**src/rtl/mmio_pkg.sv**
```systemverilog
// Shared types and address map for the CPU-side MMIO requester and its device block.
package mmio_pkg;

  typedef enum logic [1:0] {
    IDLE   = 2'd0,
    ACCESS = 2'd1,
    RESP   = 2'd2
  } state_t;

  localparam logic [31:0] MMIO_BASE_DEF  = 32'hFFFF_0000;
  localparam logic [31:0] MMIO_LIMIT_DEF = 32'hFFFF_FFFF;

  // Device address map inside the MMIO window
  localparam logic [31:0] SW_ADDR   = 32'hFFFF_0000;
  localparam logic [31:0] LED_ADDR  = 32'hFFFF_0080;
  localparam logic [31:0] SEG7_ADDR = 32'hFFFF_0100;
  localparam logic [31:0] ROM_BASE  = 32'hFFFF_8000;
  localparam logic [31:0] ROM_LAST  = 32'hFFFF_FFFC;

  // Word-aligned and inside [base, limit]; the extra bit keeps an all-ones limit meaningful.
  function automatic logic addr_ok(input logic [31:0] addr,
                                   input logic [31:0] base,
                                   input logic [31:0] limit);
    return (addr[1:0] == 2'b00) &&
           ({1'b0, addr} >= {1'b0, base}) &&
           ({1'b0, addr} <= {1'b0, limit});
  endfunction

endpackage

```
**src/rtl/mmio_bus_master_if.sv**
```systemverilog
// CPU request/response and MMIO device signals of the bus master, grouped as one bundle.
interface mmio_bus_master_if;

  logic        req_valid;
  logic        req_write;
  logic [31:0] req_addr;
  logic [31:0] req_wdata;
  logic        req_ready;
  logic        resp_valid;
  logic [31:0] resp_rdata;
  logic        resp_err;
  logic        mmio_read;
  logic        mmio_write;
  logic [31:0] mmio_addr;
  logic [31:0] mmio_write_data;
  logic        mmio_done;
  logic [31:0] mmio_read_data;

  modport master (
    input  req_valid, req_write, req_addr, req_wdata, mmio_done, mmio_read_data,
    output req_ready, resp_valid, resp_rdata, resp_err,
           mmio_read, mmio_write, mmio_addr, mmio_write_data
  );

  modport slave (
    output req_valid, req_write, req_addr, req_wdata, mmio_done, mmio_read_data,
    input  req_ready, resp_valid, resp_rdata, resp_err,
           mmio_read, mmio_write, mmio_addr, mmio_write_data
  );

endinterface

```
**src/rtl/mmio_watchdog.sv**
```systemverilog
// Saturating cycle counter that flags the last allowed cycle of an MMIO access.
module mmio_watchdog #(
  parameter int unsigned CNT_W          = 8,
  parameter int unsigned TIMEOUT_CYCLES = 255
) (
  input  logic sys_clk,
  input  logic rst,
  input  logic clear,
  input  logic enable,
  output logic expired
);

  localparam logic [CNT_W-1:0] LAST = CNT_W'(TIMEOUT_CYCLES - 1);

  logic [CNT_W-1:0] cnt;

  always_ff @(posedge sys_clk or posedge rst) begin
    if (rst) begin
      cnt <= '0;
    end else if (clear) begin
      cnt <= '0;
    end else if (enable && (cnt != '1)) begin
      cnt <= cnt + 1'b1;
    end
  end

  // cnt holds the cycles already spent, so this fires on the TIMEOUT_CYCLES-th enabled cycle.
  assign expired = enable && (cnt >= LAST);

endmodule

```
**src/rtl/mmio_bus_master.sv**
```systemverilog
// Single-outstanding MMIO requester: alignment/range checks, held strobes, watchdog-bounded access.
module mmio_bus_master
  import mmio_pkg::*;
#(
  parameter logic [31:0] MMIO_BASE      = MMIO_BASE_DEF,
  parameter logic [31:0] MMIO_LIMIT     = MMIO_LIMIT_DEF,
  parameter int unsigned TIMEOUT_CYCLES = 255,
  parameter int unsigned CNT_W          = 8
) (
  input  logic                sys_clk,
  input  logic                rst,
  mmio_bus_master_if.master   bus
);

  state_t      state;
  logic        write_q;
  logic [31:0] addr_q;
  logic [31:0] wdata_q;
  logic [31:0] rdata_q;
  logic        err_q;
  logic        wd_expired;

  mmio_watchdog #(
    .CNT_W          (CNT_W),
    .TIMEOUT_CYCLES (TIMEOUT_CYCLES)
  ) u_watchdog (
    .sys_clk (sys_clk),
    .rst     (rst),
    .clear   (state == RESP),
    .enable  (state == ACCESS),
    .expired (wd_expired)
  );

  always_ff @(posedge sys_clk or posedge rst) begin
    if (rst) begin
      state   <= IDLE;
      write_q <= 1'b0;
      addr_q  <= '0;
      wdata_q <= '0;
      rdata_q <= '0;
      err_q   <= 1'b0;
    end else begin
      case (state)
        IDLE: begin
          if (bus.req_valid) begin
            addr_q  <= bus.req_addr;
            wdata_q <= bus.req_wdata;
            write_q <= bus.req_write;
            if (addr_ok(bus.req_addr, MMIO_BASE, MMIO_LIMIT)) begin
              state <= ACCESS;
            end else begin
              rdata_q <= '0;
              err_q   <= 1'b1;
              state   <= RESP;
            end
          end
        end
        ACCESS: begin
          // Completion takes priority over a watchdog expiry in the same cycle.
          if (bus.mmio_done) begin
            rdata_q <= write_q ? '0 : bus.mmio_read_data;
            err_q   <= 1'b0;
            state   <= RESP;
          end else if (wd_expired) begin
            rdata_q <= '0;
            err_q   <= 1'b1;
            state   <= RESP;
          end
        end
        RESP:    state <= IDLE;
        default: state <= IDLE;
      endcase
    end
  end

  // Strobes decode straight from state so an asynchronous reset drops them immediately.
  assign bus.mmio_read       = (state == ACCESS) && !write_q;
  assign bus.mmio_write      = (state == ACCESS) &&  write_q;
  assign bus.mmio_addr       = addr_q;
  assign bus.mmio_write_data = wdata_q;
  assign bus.req_ready       = (state == IDLE);
  assign bus.resp_valid      = (state == RESP);
  assign bus.resp_rdata      = rdata_q;
  assign bus.resp_err        = err_q;

endmodule

```
**src/flat_wrapper.sv**
```systemverilog
// flat-port wrapper written by rule: the top's interface ports become plain ports
module mmio_bus_master_flat import mmio_pkg::*;
#(
  parameter logic [31:0] MMIO_BASE      = MMIO_BASE_DEF,
  parameter logic [31:0] MMIO_LIMIT     = MMIO_LIMIT_DEF,
  parameter int unsigned TIMEOUT_CYCLES = 255,
  parameter int unsigned CNT_W          = 8
)
  (sys_clk, rst, bus_req_valid, bus_req_write, bus_req_addr, bus_req_wdata, bus_mmio_done, bus_mmio_read_data, bus_req_ready, bus_resp_valid, bus_resp_rdata, bus_resp_err, bus_mmio_read, bus_mmio_write, bus_mmio_addr, bus_mmio_write_data);
  mmio_bus_master_if bus_i ();
  input  logic sys_clk;
  input  logic rst;
  input wire logic [$bits(bus_i.req_valid)-1:0] bus_req_valid;
  input wire logic [$bits(bus_i.req_write)-1:0] bus_req_write;
  input wire logic [$bits(bus_i.req_addr)-1:0] bus_req_addr;
  input wire logic [$bits(bus_i.req_wdata)-1:0] bus_req_wdata;
  input wire logic [$bits(bus_i.mmio_done)-1:0] bus_mmio_done;
  input wire logic [$bits(bus_i.mmio_read_data)-1:0] bus_mmio_read_data;
  output wire logic [$bits(bus_i.req_ready)-1:0] bus_req_ready;
  output wire logic [$bits(bus_i.resp_valid)-1:0] bus_resp_valid;
  output wire logic [$bits(bus_i.resp_rdata)-1:0] bus_resp_rdata;
  output wire logic [$bits(bus_i.resp_err)-1:0] bus_resp_err;
  output wire logic [$bits(bus_i.mmio_read)-1:0] bus_mmio_read;
  output wire logic [$bits(bus_i.mmio_write)-1:0] bus_mmio_write;
  output wire logic [$bits(bus_i.mmio_addr)-1:0] bus_mmio_addr;
  output wire logic [$bits(bus_i.mmio_write_data)-1:0] bus_mmio_write_data;
  assign bus_i.req_valid = bus_req_valid;
  assign bus_i.req_write = bus_req_write;
  assign bus_i.req_addr = bus_req_addr;
  assign bus_i.req_wdata = bus_req_wdata;
  assign bus_i.mmio_done = bus_mmio_done;
  assign bus_i.mmio_read_data = bus_mmio_read_data;
  assign bus_req_ready = bus_i.req_ready;
  assign bus_resp_valid = bus_i.resp_valid;
  assign bus_resp_rdata = bus_i.resp_rdata;
  assign bus_resp_err = bus_i.resp_err;
  assign bus_mmio_read = bus_i.mmio_read;
  assign bus_mmio_write = bus_i.mmio_write;
  assign bus_mmio_addr = bus_i.mmio_addr;
  assign bus_mmio_write_data = bus_i.mmio_write_data;
  mmio_bus_master #(.MMIO_BASE(MMIO_BASE), .MMIO_LIMIT(MMIO_LIMIT), .TIMEOUT_CYCLES(TIMEOUT_CYCLES), .CNT_W(CNT_W)) u_core (.sys_clk(sys_clk), .rst(rst), .bus(bus_i));
endmodule
```
**config.mk**
```make
export PLATFORM = sky130hd
export DESIGN_NAME = mmio_bus_master_flat
export DESIGN_NICKNAME = d
export VERILOG_FILES = /design/src/rtl/mmio_pkg.sv /design/src/rtl/mmio_bus_master_if.sv /design/src/rtl/mmio_watchdog.sv /design/src/rtl/mmio_bus_master.sv /design/src/flat_wrapper.sv
export SDC_FILE = /design/constraint.sdc
export NUM_CORES = 1
export LEC_CHECK = 0
export BUFFER_PORTS_ARGS = -buffer_cell sky130_fd_sc_hd__buf_4
export CAP_MARGIN = 20
export CELL_PAD_IN_SITES_DETAIL_PLACEMENT = 1
export CELL_PAD_IN_SITES_GLOBAL_PLACEMENT = 1
export CORE_MARGIN = 8
export CORE_UTILIZATION = 35
export DETAILED_ROUTE_END_ITERATION = 8
export PLACE_DENSITY = 0.79
export RECOVER_POWER = 50
export SYNTH_ARGS = -nofsm -noshare
export SYNTH_HDL_FRONTEND = slang
export SYNTH_SLANG_ARGS = --single-unit
export TNS_END_PERCENT = 20
```
**constraint.sdc**
```tcl
create_clock -name sys_clk -period 6.45 [get_ports sys_clk]
set_clock_uncertainty 0.1 [all_clocks]
set_input_delay 0 -clock sys_clk [delete_from_list [all_inputs] [get_ports sys_clk]]
set_output_delay 0 -clock sys_clk [all_outputs]
set_load 0.005 [all_outputs]
```
==> flow_metrics.env <==
export IMPL_ys_seq_area_frac=0.641
export IMPL_hold_start="bus_req_addr[13]"
export IMPL_htreeDepth=3
export IMPL_yosys_area_top_type_share=0.641
export IMPL_rsz0062_at_grt="false"
export IMPL_vias_per_cell=4.87
export IMPL_synthSimpleGateAreaFrac=0.0445
export IMPL_chipHeight_um=126
export IMPL_floorplan_rows=40
export IMPL_r2r_start="u_core.state[1]"
export IMPL_netlist_area_um2=4220
export IMPL_grt_pass1_vias=4324
export IMPL_clkLatencyLatePin_ns=0.35
export IMPL_finalHoldViolations=0
export IMPL_place_gp_congestion=0.733
export IMPL_fin_nets=686
export IMPL_synth_compound_area_share=0.0994
export IMPL_avgRoutedWirePerCell_um=21.3
export IMPL_leakage_nw=3.15
export IMPL_synth_seq_cells=108
export IMPL_hp_class="in -> reg"
export IMPL_synthFlopType="dfrtp_1"
export IMPL_ys_warn_count=0
export IMPL_die_area_um2=15800
export IMPL_max_vdd_ir_drop_v=0.000151
export IMPL_ys_top_cells_by_area="dfrtp_1 64%, mux2_2 15%, a22o_1 6.6%"
export IMPL_holdBufCountCts=101
export IMPL_critPathMaxFanout=58
export IMPL_r2r_cells=4
export IMPL_yosysUniqueCellTypes=38
export IMPL_synth_xor_area_frac=0
export IMPL_cts_root_buf="clkbuf_16"
export IMPL_r2r_end="u_core.bus.mmio_write_data[10]"
export IMPL_drc=0
export IMPL_clk_pin_slew_ns=0.06
export IMPL_cts_num_sinks=108
export IMPL_crit_path_end="u_core.bus.resp_rdata[3]"
export IMPL_synth_largest_area_cell="dfrtp_1"
export IMPL_syn_instance_count=283
export IMPL_startpoint="rst"
export IMPL_grt_ovfl_total=0
export IMPL_postCtsSetupBuffers=0
export IMPL_postCtsResizedCells=0
export IMPL_place_worst_setup_slack_ns=4.12
export IMPL_slew_violations=52
export IMPL_synth_edf_count=0
export IMPL_fp_dieW_um=126
export IMPL_crit_path_end_kind="asynchronous set/reset pin"
export IMPL_finalCritPeriodShare=0.388
export IMPL_coreArea_um2=11900
export IMPL_synth_async_reset_ratio=1.00
export IMPL_cp_arrival_ns=2.80
export IMPL_syn_area_per_cell_um2=14.9
export IMPL_maxSlewHeadroom=-0.509
export IMPL_initial_utilization=0.354
export IMPL_synthAdderAreaFrac=0.00593
export IMPL_dp_cells=617
export IMPL_violations="max-capacitance violations, max-slew violations"
export IMPL_setup_viol=0
export IMPL_track_usage=0.201
export IMPL_grt_max_degree=65
export IMPL_portBuffers=201
export IMPL_cp_start_kind="input pin"
export IMPL_status="finished, violations left"
export IMPL_cts_buffer_depth=2
export IMPL_dp_hpwl_um=9520
export IMPL_antenna_left=0
export IMPL_first_iter_violations=167
export IMPL_grt_antenna_before_repair=1
export IMPL_max_freq_mhz=399
export IMPL_io_pins=202
export IMPL_stdcell_count=736
export IMPL_setup_tns_ns=0
export IMPL_syn_num_nets=386
export IMPL_numCtsBuffers=9
export IMPL_vias=3583
export IMPL_areaGrowthSynthToFinish_pct=64.3
export IMPL_drv_cap=1
export IMPL_criticalPathCategory="in -> async"
export IMPL_rrSetupSlack_ns=4.14
export IMPL_cts_tree="done"
export IMPL_min_period_ns=2.50
export IMPL_grt_pass1_wl_um=24800
export IMPL_tightest_slew_ns=2.25
export IMPL_synth_top_family_by_area="multiplexers"
export IMPL_setup_ws_ns=3.95
export IMPL_routed_wl_um=15700
export IMPL_p_per_area_nw_per_um2=234
export IMPL_muxShareOfSynthArea=0.176
export IMPL_layout_drive_gt1_share=0.382
export IMPL_dr_pass1_iters=4
export IMPL_required_ns=6.75
cell usage after synthesis (4+ instances only):
cell,count
buf_4,5
mux2_2,58
nand3_1,5
inv_1,7
mux2_1,7
dfrtp_1,108
a22o_1,32
buf_2,7
nor2_1,6
nand2_1,4
kinds of logic after synthesis:
kind of cell    Yosys count
simple gates             32
fa+ha+maj                 2
mux                      66
buf+inv                  24
flops                   108
compound gates           51
cell usage in the layout (no fill, tap or decap), types with 4 or more instances in the layout:
cell type	synthesis	final
nand3_1	5	5
nand2_1	4	4
mux2_2	58	58
mux2_1	7	7
dlygate4sd3_1	0	101
a22o_1	32	32
clkbuf_16	0	9
dfrtp_1	108	108
inv_1	7	6
buf_4	5	103
nor2_1	6	6
clkbuf_4	0	42
clkbuf_1	1	58
area by class of cell:
cell class	instances	area, µm²
Clock inverter	4	50.0
Antenna cell	2	5.00
Clock buffer	11	243
Sequential cell	108	2700
Tap cell	147	184
Fill cell	1220	4980
Timing Repair Buffer	305	2340
Inverter	8	31.3
Multi-Input combinational cell	151	1370
state kept, by name, summed over array words and instances (netlist names):
register and count:
u_core.u_watchdog.cnt 8, u_core.write_q 1, u_core.bus.resp_err 1, u_core.bus.mmio_addr 32
u_core.bus.resp_rdata 32, u_core.bus.mmio_write_data 32, u_core.state 2
metal layers:
metal	part of all wire	vias up	GRT usage
met1	0.35	1795	0.191
li1	-	1629	-
met3	0.072	27	0.0776
met4	0.025	0	0.0715
met5	0	-	0
met2	0.56	132	0.384
metrics by stage:
| step | utilization | cell area [µm²] | power, mW | hold WS, ns |
|---|---|---|---|---|
| after floorplan | - | 4220 | 0.877 | 0.00688 |
| after global placement | 0.488 | 5820 | 1.04 | 0.0289 |
| after detailed placement | 0.488 | 5820 | 1.05 | 0.0387 |
| after CTS | 0.598 | 7120 | 1.66 | 0.220 |
| after global routing | 0.581 | 6930 | 1.69 | 0.316 |
| final | 0.582 | 6930 | 1.62 | 0.318 |
worst min path at each step:
stage | to | slack [ns] | cells after the start
floorplan | u_core.bus.resp_err | 0.007 | 1
global placement | u_core.bus.resp_rdata[26] | 0.03 | 2
detailed placement | u_core.bus.resp_rdata[28] | 0.04 | 2
CTS | u_core.bus.mmio_addr[6] | 0.22 | 3
global route | u_core.bus.mmio_addr[13] | 0.32 | 3
finish | u_core.bus.mmio_addr[13] | 0.32 | 3
critical path, cell delays in order:
cell and delay [ns]:
dlygate4sd3_1 0.53, clkbuf_4 0.13, clkinvlp_2 1.27, buf_4 0.79
power breakdown:
part	switching, mW	total, mW	leakage [nW]	internal, mW
Sequential	0.0384	0.777	1.35	0.739
Combinational	0.115	0.289	1.65	0.174
Clock	0.244	0.553	0.138	0.309
Note: power is estimated with default switching activity, not from simulation.
